==> src/rtl/exp_pkg.sv <==
// Shared types and constants for the iterative e^x unit.
// Holds the state enum and the inverse-factorial coefficient generator.
package exp_pkg;

    localparam int EXP_FRAC_W    = 16;
    localparam int EXP_RES_W     = EXP_FRAC_W + 2;
    localparam int EXP_MAX_TERMS = 12;
    localparam int EXP_K_W       = 4;

    typedef enum logic {
        IDLE = 1'b0,
        CALC = 1'b1
    } exp_state_e;

    // round(2^fw / k!) computed as (2^(fw+1)/k! + 1) >> 1
    function automatic logic [63:0] inv_fact_q(input int k, input int fw);
        logic [63:0] fact;
        logic [63:0] num;
        fact = 64'd1;
        for (int i = 2; i <= k; i++) begin
            fact = fact * 64'(i);
        end
        num = 64'd1 << (fw + 1);
        return ((num / fact) + 64'd1) >> 1;
    endfunction

endpackage

==> src/rtl/exp_coeff_rom.sv <==
// Combinational coefficient table: index k -> c_k = 1/k! in unsigned Q2.FRAC_W.
// Entries beyond the supported series length read as zero.
module exp_coeff_rom
    import exp_pkg::*;
#(
    parameter int FRAC_W = EXP_FRAC_W
)
(
    input  logic [EXP_K_W-1:0] k_i,
    output logic [FRAC_W+1:0]  coeff_o
);

    localparam int RES_W = FRAC_W + 2;
    localparam int DEPTH = 2 ** EXP_K_W;

    logic [RES_W-1:0] rom [DEPTH];

    for (genvar g = 0; g < DEPTH; g++) begin : g_rom
        if (g < EXP_MAX_TERMS) begin : g_used
            assign rom[g] = RES_W'(inv_fact_q(g, FRAC_W));
        end else begin : g_pad
            assign rom[g] = '0;
        end
    end

    assign coeff_o = rom[k_i];

endmodule

==> src/rtl/exponential.sv <==
// Iterative e^x for x in [0,1): Horner evaluation of a truncated Taylor series on one multiplier.
// Define EXP_ROUND_EN to round each Horner product half-up instead of truncating.
module exponential
    import exp_pkg::*;
#(
    parameter int N_TERMS = 8,
    parameter int FRAC_W  = EXP_FRAC_W
)
(
    input  logic              clk,
    input  logic              rst,
    input  logic              start,
    input  logic [FRAC_W-1:0] x_in,
    output logic              done,
    output logic [FRAC_W+1:0] result
);

    localparam int RES_W  = FRAC_W + 2;
    localparam int PROD_W = RES_W + FRAC_W;

    exp_state_e          state_q, state_d;
    logic [RES_W-1:0]    acc_q, acc_d;
    logic [FRAC_W-1:0]   x_q, x_d;
    logic [EXP_K_W-1:0]  k_q, k_d;
    logic [RES_W-1:0]    result_q, result_d;
    logic                done_q, done_d;

    logic [EXP_K_W-1:0]  rom_idx;
    logic [RES_W-1:0]    coeff;
    logic [PROD_W-1:0]   prod;

    // Drop the low FRAC_W bits of acc*x, optionally rounding half-up first.
    function automatic logic [RES_W-1:0] scale_prod(input logic [PROD_W-1:0] p);
        logic [PROD_W-1:0] t;
`ifdef EXP_ROUND_EN
        t = p + (PROD_W'(1) << (FRAC_W - 1));
`else
        t = p;
`endif
        return t[FRAC_W +: RES_W];
    endfunction

    // In IDLE the ROM presents the seed coefficient c_(N_TERMS-1).
    assign rom_idx = (state_q == CALC) ? k_q : EXP_K_W'(N_TERMS - 1);

    exp_coeff_rom #(
        .FRAC_W (FRAC_W)
    ) u_rom (
        .k_i     (rom_idx),
        .coeff_o (coeff)
    );

    assign prod = PROD_W'(acc_q) * PROD_W'(x_q);

    always_comb begin
        state_d  = state_q;
        acc_d    = acc_q;
        x_d      = x_q;
        k_d      = k_q;
        result_d = result_q;
        done_d   = 1'b0;
        case (state_q)
            IDLE: begin
                if (start) begin
                    x_d     = x_in;
                    acc_d   = coeff;
                    k_d     = EXP_K_W'(N_TERMS - 2);
                    state_d = CALC;
                end
            end
            CALC: begin
                acc_d = scale_prod(prod) + coeff;
                if (k_q == '0) begin
                    result_d = acc_d;
                    done_d   = 1'b1;
                    state_d  = IDLE;
                end else begin
                    k_d = k_q - EXP_K_W'(1);
                end
            end
            default: state_d = IDLE;
        endcase
    end

    always_ff @(posedge clk) begin
        if (rst) begin
            state_q  <= IDLE;
            acc_q    <= '0;
            x_q      <= '0;
            k_q      <= '0;
            result_q <= '0;
            done_q   <= 1'b0;
        end else begin
            state_q  <= state_d;
            acc_q    <= acc_d;
            x_q      <= x_d;
            k_q      <= k_d;
            result_q <= result_d;
            done_q   <= done_d;
        end
    end

    assign done   = done_q;
    assign result = result_q;

endmodule

==> config.mk <==
export PLATFORM = sky130hd
export DESIGN_NAME = exponential
export DESIGN_NICKNAME = d
export VERILOG_FILES = /design/src/rtl/exp_pkg.sv /design/src/rtl/exp_coeff_rom.sv /design/src/rtl/exponential.sv
export SDC_FILE = /design/constraint.sdc
export NUM_CORES = 1
export LEC_CHECK = 0
export ABC_CLOCK_PERIOD_IN_PS = 13800
export CORE_ASPECT_RATIO = 1.5
export CORE_MARGIN = 1
export CORE_UTILIZATION = 60
export CTS_CLUSTER_DIAMETER = 40
export DETAILED_ROUTE_END_ITERATION = 10
export PLACE_DENSITY_LB_ADDON = 0.05
export SETUP_SLACK_MARGIN = 0.05
export SYNTH_ARGS = -nofsm -noshare
export SYNTH_HDL_FRONTEND = slang
export SYNTH_SLANG_ARGS = --single-unit
==> constraint.sdc <==
create_clock -name clk -period 13.8 [get_ports clk]
set_input_delay 2.76 -clock clk [delete_from_list [all_inputs] [get_ports clk]]
set_output_delay 2.76 -clock clk [all_outputs]
set_load 0.005 [all_outputs]
==> flow_summary.json, run 1 <==
{
  "outcome": "finished clean",
  "slew_viol_final": 0,
  "power_leakage_nw": 6.22,
  "yosysSeqAreaShare_pct": 9.87,
  "peakVddDrop_v": 0.0000613,
  "gp_congestion": 0.859,
  "n_antenna_cell": 0,
  "worstMarginPinSlew_ns": 1.11,
  "rows": 62,
  "path_delay_family": "adder cells",
  "clkLatencyLatePin_ns": 0.33,
  "antenna_found_initial": 0,
  "die_x_um": 116,
  "cts_tree": "yes",
  "hold_class": "reg2reg",
  "r2r_end": "acc_q[12]$_SDFFE_PP0P_",
  "core-area_um2": 19200,
  "finalCritPeriodShare_pct": 61.1,
  "grt_max_degree": 59,
  "grt_pass1_vias": 9947,
  "synth.avg_cell_area_um2": 8.46,
  "r2r_cells": 33,
  "ant_nets": 0,
  "hold_buffers": 0,
  "syn_area_um2": 11800,
  "dr.first_iter.drc_count": 502,
  "slew_headroom_pct": 26.3,
  "cpPeakStageDelay_ns": 0.84,
  "floorplan.initialDensity_pct": 61.4,
  "grt_usage_pct": 32.5,
  "area_growth_pct": 6.95,
  "die_h_um": 174,
  "min-delay-start": "result[2]$_SDFFE_PP0P_",
  "cts_max_path_buffers": 2,
  "ios": 38,
  "cp.arrival_ns": 8.64,
  "synth_flop_cell": "dfxtp_1",
  "path_clk_slew_ns": 0.06,
  "synth_edf_count": 0,
  "ys_async_sr_fraction_pct": 0,
  "end_kind": "register",
  "cp_common_cell": "fa_1",
  "grt_pass1_wl_mm": 49.1,
  "nets": 1740,
  "tns_ns": 0,
  "dr.pass1.iters": 5,
  "wl_per_cell_um": 18.4,
  "rsz0062_at_grt": "false",
  "setup_viol": 0,
  "synthesis.nets": 1749,
  "portBuffers": 37,
  "whs_endpoint": "result[2]$_SDFFE_PP0P_",
  "synth_commonest_cells": "inv_1 (267), nand2_1 (245), fa_1 (222)",
  "maxCapViolCount": 0,
  "cts_resized": 0,
  "r2r_slack_ns": 5.37,
  "vias_per_cell": 5.61,
  "p_per_area_nw_per_um2": 45.4,
  "max_freq_ghz": 0.119,
  "netlist_top_cells_area": "fa_1 (38%), ha_1 (12%), dfxtp_1 (9.9%), inv_1 (8.5%), nand2_1 (7.8%)",
  "finalWirelength_mm": 30.3,
  "cpMaxStageDelayCell": "dfxtp_1",
  "cts_setup_buffers": 0,
  "post-route-drc-count": 0,
  "vias": 9220,
  "hpwl_mm": 24.0,
  "cts.sinks": 58,
  "ys_warn_count": 0,
  "cts_buffers": 9,
  "grt.overflow.total": 0,
  "drive_gt1_share_pct": 2.60,
  "path_max_fanout": 19,
  "hold_slack_ns": 0.456,
  "synth.most_common_cell": "inv_1",
  "fin_skew_ns": 0.0106,
  "start_kind": "register",
  "synth-seq-cells": 58,
  "htree_levels": 3,
  "path_buf_inv": 6,
  "clockRootBuffer": "clkbuf_16",
  "synth_top_area_share_pct": 37.8,
  "yosys.area.top_type": "fa_1",
  "yosysUniqueCellTypes": 54,
  "hold-path-cell-count": 2,
  "n_fill_cell": 1676,
  "syn_inst": 1391,
  "final_hold_viol_count": 0,
  "die_area_um2": 20200,
  "worstReg2RegStart": "x_q[7]$_SDFFE_PP0P_",
  "crit_required_ns": 14.01,
  "period_minus_slack_ns": 8.43,
  "crit_type": "reg2reg"
}
## worst min-delay path: stages, from the launching register on
cell and delay [ns]:
dfxtp_1 0.31, nand2_1 0.05, a21oi_1 0.05
## stage by stage
step	instance area (um2)	total power, mW	setup WS, ns	util (%)	instances
final	12600	0.572	5.37	65.7	1643
after global routing	12600	0.599	4.75	65.7	1643
after CTS	12600	0.574	5.34	65.7	1643
after detailed placement	12300	0.339	5.39	64.1	1627
after global placement	12300	0.337	5.48	64.1	1627
after floorplan	11800	0.282	6.13	-	1391
## flip-flops by register name (all words and copies together) (netlist names)
register	cells
acc_q	18
result	18
x_q	16
k_q	4
done	1
state_q	1
## kinds of logic after synthesis
logic type	Yosys count	share of synthesized area, %
simple gates	490	19.4
compound gates	138	7.39
buf+inv	334	10.7
xor+xnor	31	2.31
fa+ha+maj	339	50.2
mux	1	0.0851
flops	58	9.87
## power breakdown
part           leakage, nW  switching (mW)  internal (mW)  total, mW
combinational         5.59          0.0761         0.0522      0.128
clock                0.150          0.0881          0.147      0.235
sequential           0.473          0.0314          0.177      0.209
total                 6.22           0.196          0.376      0.572
## area by class of cell
type / instances / area (um2) / share of cell area (%)
Multi-Input combinational cell: 999 / 9350 / 74.3
Sequential cell: 58 / 1160 / 9.23
Inverter: 267 / 1000 / 7.96
Timing Repair Buffer: 47 / 440 / 3.50
Tap cell: 256 / 320 / 2.55
Clock buffer: 10 / 239 / 1.90
Clock inverter: 6 / 72.6 / 0.577
## layout by cell type, fill, tap and decap left out, types with 3 or more instances in the layout
master	instances
nor3_1	14
dfxtp_1	58
xnor2_1	23
nor2_1	61
a21o_1	8
o21ai_0	19
a21oi_1	66
nand3_1	7
and3_1	11
clkbuf_16	9
a211oi_1	5
and2_1	119
a211oi_2	3
buf_4	10
nand4_1	4
fa_1	222
a31oi_1	7
xor2_1	8
clkdlybuf4s50_1	36
inv_1	267
ha_1	117
o21bai_1	3
o21a_1	3
nand2_1	245
nand2b_1	5
or3_1	6
nor2b_1	8
## how the worst max path moves through the flow
stage               slack, ns                    from                 endpoint  depth (start not counted)
floorplan                6.13     x_q[7]$_SDFFE_PP0P_  result[16]$_SDFFE_PP0P_                         35
global placement         5.48     x_q[7]$_SDFFE_PP0P_   acc_q[12]$_SDFFE_PP0P_                         33
detailed placement       5.39  acc_q[12]$_SDFFE_PP0P_   acc_q[12]$_SDFFE_PP0P_                         31
CTS                      5.34  acc_q[10]$_SDFFE_PP0P_   acc_q[12]$_SDFFE_PP0P_                         31
global route             4.75     x_q[7]$_SDFFE_PP0P_   acc_q[12]$_SDFFE_PP0P_                         33
finish                   5.37     x_q[7]$_SDFFE_PP0P_   acc_q[12]$_SDFFE_PP0P_                         33
## layer usage
layer | part of all wire (%) | wire [um] | up-vias | track usage [%]
met5 | 0 | 0 | - | 0
met4 | 7.2 | 2170 | 0 | 20.6
met3 | 3.8 | 1160 | 112 | 3.57
met2 | 55 | 16700 | 280 | 60.2
met1 | 34 | 10200 | 4622 | 33.8
li1 | - | - | 4206 | -
Note: power is estimated with default switching activity, not from simulation.
==> run 2: changes to the inputs <==
--- a/config.mk
+++ b/config.mk
@@ -5,10 +5,10 @@
 export SDC_FILE = /design/constraint.sdc
 export NUM_CORES = 1
 export LEC_CHECK = 0
-export ABC_CLOCK_PERIOD_IN_PS = 13800
+export ABC_CLOCK_PERIOD_IN_PS = 7700
 export CORE_ASPECT_RATIO = 1.5
 export CORE_MARGIN = 1
-export CORE_UTILIZATION = 60
+export CORE_UTILIZATION = 59
 export CTS_CLUSTER_DIAMETER = 40
 export DETAILED_ROUTE_END_ITERATION = 10
 export PLACE_DENSITY_LB_ADDON = 0.05
==> constraint.sdc (replaced) <==
create_clock -name clk -period 7.7 [get_ports clk]
set_input_delay 1.54 -clock clk [delete_from_list [all_inputs] [get_ports clk]]
set_output_delay 1.54 -clock clk [all_outputs]
set_load 0.005 [all_outputs]
==> flow_summary.json, run 2 (synthesis gave the netlist of run 1 again) <==
{
  "outcome": "complete, but fails checks",
  "failed_checks": "DRC",
  "core-area_um2": 19300,
  "grt_usage_pct": 32.4,
  "peakVddDrop_v": 0.000131,
  "cts_buffers": 9,
  "final_cell_mix": "inv_1 (264), nand2_1 (244), fa_1 (219)",
  "nets": 1850,
  "portBuffers": 37,
  "placedCellCount": 1715,
  "hold_slack_ns": 0.452,
  "area_growth_pct": 17.0,
  "maxCapViolCount": 0,
  "crit_type": "reg2reg",
  "hpwl_mm": 26.1,
  "power_leakage_nw": 6.86,
  "max_freq_ghz": 0.131,
  "place_area_um2": 13000,
  "start_kind": "register",
  "gp_congestion": 0.978,
  "setup_viol": 0,
  "place_ws_ns": -0.349,
  "antenna_found_initial": 0,
  "cts.sinks": 58,
  "hold_class": "reg2reg",
  "path_clk_slew_ns": 0.06,
  "clkLatencyLatePin_ns": 0.34,
  "slew_headroom_pct": 26.0,
  "tns_ns": 0,
  "clockRootBuffer": "clkbuf_16",
  "p_per_area_nw_per_um2": 80.2,
  "die_x_um": 117,
  "rsz0062_at_grt": "true",
  "finalInstanceArea_um2": 13800,
  "cpPeakStageDelay_ns": 0.54,
  "period_minus_slack_ns": 7.62,
  "htree_levels": 3,
  "grt_max_degree": 59,
  "end_kind": "register",
  "cp.arrival_ns": 7.88,
  "drive_gt1_share_pct": 14.2,
  "ant_nets": 0,
  "fin_skew_ns": 0.00689,
  "path_max_fanout": 7,
  "final_hold_viol_count": 0,
  "cts_max_path_buffers": 2,
  "grt_pass1_wl_mm": 50.8,
  "dr.first_iter.drc_count": 533,
  "post-route-drc-count": 1,
  "slew_viol_final": 0,
  "die_h_um": 175,
  "setup_slack_ns": 0.0771,
  "wl_per_cell_um": 18.0,
  "instances_no_fill": 1753,
  "rows": 62,
  "cpMaxStageDelayCell": "fa_1",
  "cts_tree": "yes",
  "die_area_um2": 20500,
  "layout_commonest_cell": "inv_1",
  "vias": 9479,
  "finalCritPeriodShare_pct": 99.0,
  "worstMarginPinSlew_ns": 1.11,
  "ios": 38,
  "crit_required_ns": 7.95,
  "cp_common_cell": "fa_1",
  "floorplan.initialDensity_pct": 60.9,
  "grt.overflow.total": 0,
  "dr.pass1.iters": 11,
  "n_antenna_cell": 0,
  "finalWirelength_mm": 31.6,
  "grt_pass1_vias": 10065,
  "vias_per_cell": 5.41
}
-- run 2: changes by cell type in the layout (fill, tap and decap cells not counted), moves of 6 or more --
cell,change
a21oi_2,+6
dfxtp_2,+11
o21ai_0,-6
dfxtp_4,+10
dfxtp_1,-21
buf_6,+6
buf_4,+102
a21oi_1,-6
-- run 2: through the flow --
step / util [%] / total power [mW]
after floorplan: - / 0.506
after global placement: 67.1 / 0.628
after detailed placement: 67.1 / 0.634
after CTS: 69.6 / 1.10
after global routing: 71.3 / 1.15
final: 71.3 / 1.10
-- run 2: path summary, 6_finish.rpt --
kind | cells past startpoint | slack, ns | startpoint | endpoint
worst max register to register | 29 | 0.08 | acc_q[9]$_SDFFE_PP0P_ | result[16]$_SDFFE_PP0P_
worst min-delay path | 2 | 0.45 | result[6]$_SDFFE_PP0P_ | result[6]$_SDFFE_PP0P_
worst max-delay path | 29 | 0.08 | acc_q[9]$_SDFFE_PP0P_ | result[16]$_SDFFE_PP0P_
worst min register to register | 2 | 0.45 | result[6]$_SDFFE_PP0P_ | result[6]$_SDFFE_PP0P_
-- run 2: power breakdown --
group	total (mW)	internal (mW)	leakage [nW]	switching (mW)
logic	0.296	0.126	6.21	0.170
registers	0.350	0.317	0.485	0.0337
clock network	0.459	0.301	0.163	0.158
total	1.10	0.744	6.86	0.361
-- run 2: critical path, delay by kind of cell, from the launching register on --
family	cells	cell delay, ns
XOR/XNOR	1	0.13
AO/OA/AOI/OAI	7	1.53
buffers and inverters	6	0.65
AND/OR/NAND/NOR	7	1.16
flip-flops	1	0.37
adder cells (fa/ha/maj)	8	3.66
-- run 2: layout make-up --
cell class                 count  area, um2
clock buffer                  12        256
clock inverter                 4       73.8
fill                        1521       5550
inverter                     267       1000
multi-input combinational    999       9590
sequential                    58       1210
tap                          256        320
timing repair buffer         157       1310
-- run 2: repair_timing --
action                                  in CTS  in global routing
gates resized for setup                     29                 69
hold buffers                                 0                  0
endpoints found under the setup margin      18                 22
pin swaps                                   12                 44
setup buffers                                8                 14
-- run 2: metal layers --
layer	up-vias	wire length (um)	global-route usage, %
li1	4426	-	-
met1	4751	11300	34.7
met2	221	17300	62.2
met3	81	983	2.55
met4	0	2020	17.9
met5	-	0	0
==> run 3: changes to the inputs <==
--- a/config.mk
+++ b/config.mk
@@ -5,10 +5,10 @@
 export SDC_FILE = /design/constraint.sdc
 export NUM_CORES = 1
 export LEC_CHECK = 0
-export ABC_CLOCK_PERIOD_IN_PS = 7700
+export ABC_CLOCK_PERIOD_IN_PS = 8189
 export CORE_ASPECT_RATIO = 1.5
 export CORE_MARGIN = 1
-export CORE_UTILIZATION = 59
+export CORE_UTILIZATION = 60
 export CTS_CLUSTER_DIAMETER = 40
 export DETAILED_ROUTE_END_ITERATION = 10
 export PLACE_DENSITY_LB_ADDON = 0.05
==> constraint.sdc (replaced) <==
create_clock -name clk -period 8.19 [get_ports clk]
set_input_delay 1.638 -clock clk [delete_from_list [all_inputs] [get_ports clk]]
set_output_delay 1.638 -clock clk [all_outputs]
set_load 0.005 [all_outputs]
==> flow_summary.json, run 3 (synthesis gave the netlist of run 1 again) <==
{
  "cp-startpoint": "x_q[11]$_SDFFE_PP0P_",
  "grt_usage_pct": 33.1,
  "n_antenna_cell": 0,
  "finalWirelength_mm": 30.8,
  "vias": 9227,
  "setup_viol": 0,
  "vias_per_cell": 5.49,
  "fin_skew_ns": 0.00515,
  "start_kind": "register",
  "power.net_switching_mw": 0.325,
  "antenna_found_initial": 0,
  "die_x_um": 116,
  "r2r_slack_ns": 0.40,
  "cts_tree": "yes",
  "cts_max_path_buffers": 2,
  "power_leakage_nw": 6.44,
  "wl_per_cell_um": 18.3,
  "end_kind": "register",
  "floorplan.initialDensity_pct": 61.4,
  "period_minus_slack_ns": 7.79,
  "post-route-drc-count": 0,
  "slew_headroom_pct": 20.3,
  "worstReg2RegStart": "x_q[11]$_SDFFE_PP0P_",
  "path_max_fanout": 12,
  "clockRootBuffer": "clkbuf_16",
  "p_per_area_nw_per_um2": 76.3,
  "dr.first_iter.drc_count": 489,
  "intPower_mw": 0.663,
  "area_growth_pct": 10.1,
  "cts.sinks": 58,
  "grt_pass1_vias": 9826,
  "hold_class": "reg2reg",
  "portBuffers": 37,
  "grt.overflow.total": 0,
  "final_hold_viol_count": 0,
  "place_ws_ns": 0.0953,
  "maxCapViolCount": 0,
  "min-delay-start": "result[6]$_SDFFE_PP0P_",
  "gp_congestion": 0.899,
  "setup_slack_ns": 0.401,
  "rows": 62,
  "layout_commonest_cell": "inv_1",
  "htree_levels": 3,
  "slew_viol_final": 0,
  "crit_required_ns": 8.36,
  "tns_ns": 0,
  "die_h_um": 174,
  "drive_gt1_share_pct": 6.81,
  "hpwl_mm": 25.4,
  "worstMarginPinSlew_ns": 1.19,
  "power_frac_comb_pct": 24.0,
  "die_area_um2": 20200,
  "path_clk_slew_ns": 0.06,
  "ios": 38,
  "cts_buffers": 9,
  "max_freq_ghz": 0.128,
  "finalCritPeriodShare_pct": 95.1,
  "seqPwrFrac_pct": 34.4,
  "grt_pass1_wl_mm": 50.0,
  "switching_share_pct": 32.9,
  "crit_type": "reg2reg",
  "clockPowerShare_pct": 41.5,
  "peakVddDrop_v": 0.000112,
  "cp.arrival_ns": 7.96,
  "outcome": "finished clean",
  "nets": 1777,
  "ant_nets": 0,
  "grt_max_degree": 59,
  "clkLatencyLatePin_ns": 0.33,
  "core-area_um2": 19200,
  "final_cell_mix": "inv_1 (267), nand2_1 (245), fa_1 (222)",
  "dr.pass1.iters": 5,
  "rsz0062_at_grt": "true"
}
## run 3: metal layers
metal	track usage [%]	part of all wire (%)
met5	0	0
met1	36.3	36
met3	3.18	3.6
met2	59.8	53
met4	20.0	7.2
## run 3: cell type report
type	instances	area [um2]
repair buffers	84	726
fillers	1638	6210
well taps	256	320
inverters	267	1000
flip-flops and latches	58	1190
multi-input cells	999	9390
clock inverters	7	101
clock buffers	9	225
## run 3: worst paths after layout
| check | endpoint | cells after the start |
|---|---|---|
| worst max register to register | acc_q[17]$_SDFFE_PP0P_ | 27 |
| worst max-delay path | acc_q[17]$_SDFFE_PP0P_ | 27 |
| worst min register to register | result[6]$_SDFFE_PP0P_ | 2 |
| worst min-delay path | result[6]$_SDFFE_PP0P_ | 2 |
## run 3: critical path: stages, from the launching register on
cell	delay (ns)
dfxtp_1	0.55
buf_4	0.28
nand2_1	0.09
fa_1	0.51
inv_1	0.05
fa_1	0.56
fa_1	0.45
fa_1	0.46
fa_1	0.49
inv_1	0.05
fa_1	0.48
inv_1	0.05
ha_1	0.36
a21oi_2	0.22
o21ai_2	0.11
a211oi_2	0.27
a21oi_2	0.14
o2111a_1	0.30
nor3_1	0.21
xnor2_1	0.11
ha_1	0.32
nand2_1	0.06
or3_1	0.38
a32o_1	0.30
o41ai_2	0.42
xnor2_2	0.17
a21oi_1	0.17
nor2_1	0.05
## run 3: through the flow
| stage | hold slack (ns) | total power, mW | cell area [um2] | cells | util [%] |
|---|---|---|---|---|---|
| final | 0.451 | 0.988 | 13000 | 1680 | 67.6 |
| after global routing | 0.469 | 1.03 | 13000 | 1680 | 67.6 |
| after CTS | 0.453 | 0.988 | 12900 | 1679 | 67.2 |
| after detailed placement | 0.446 | 0.580 | 12500 | 1663 | 65.5 |
| after global placement | 0.443 | 0.578 | 12500 | 1663 | 65.5 |
| after floorplan | 0.453 | 0.475 | 11800 | 1391 | - |
## run 3: power by group through the flow
| stage | clock network [mW] | registers (mW) | logic (mW) |
|---|---|---|---|
| 2_1_floorplan | 0 | 0.315 | 0.160 |
| 3_3_place_gp | 0 | 0.343 | 0.234 |
| 3_5_place_dp | 0 | 0.344 | 0.236 |
| 4_1_cts | 0.412 | 0.338 | 0.238 |
| 5_1_grt | 0.428 | 0.342 | 0.264 |
| 6_report | 0.410 | 0.340 | 0.238 |
## run 3: timing repair
action	CTS	global route
gates resized for setup	1	32
gates cloned	0	0
endpoints found under the setup margin	1	19
buffers inserted	0	1
hold buffers	0	0
pin swaps	0	5
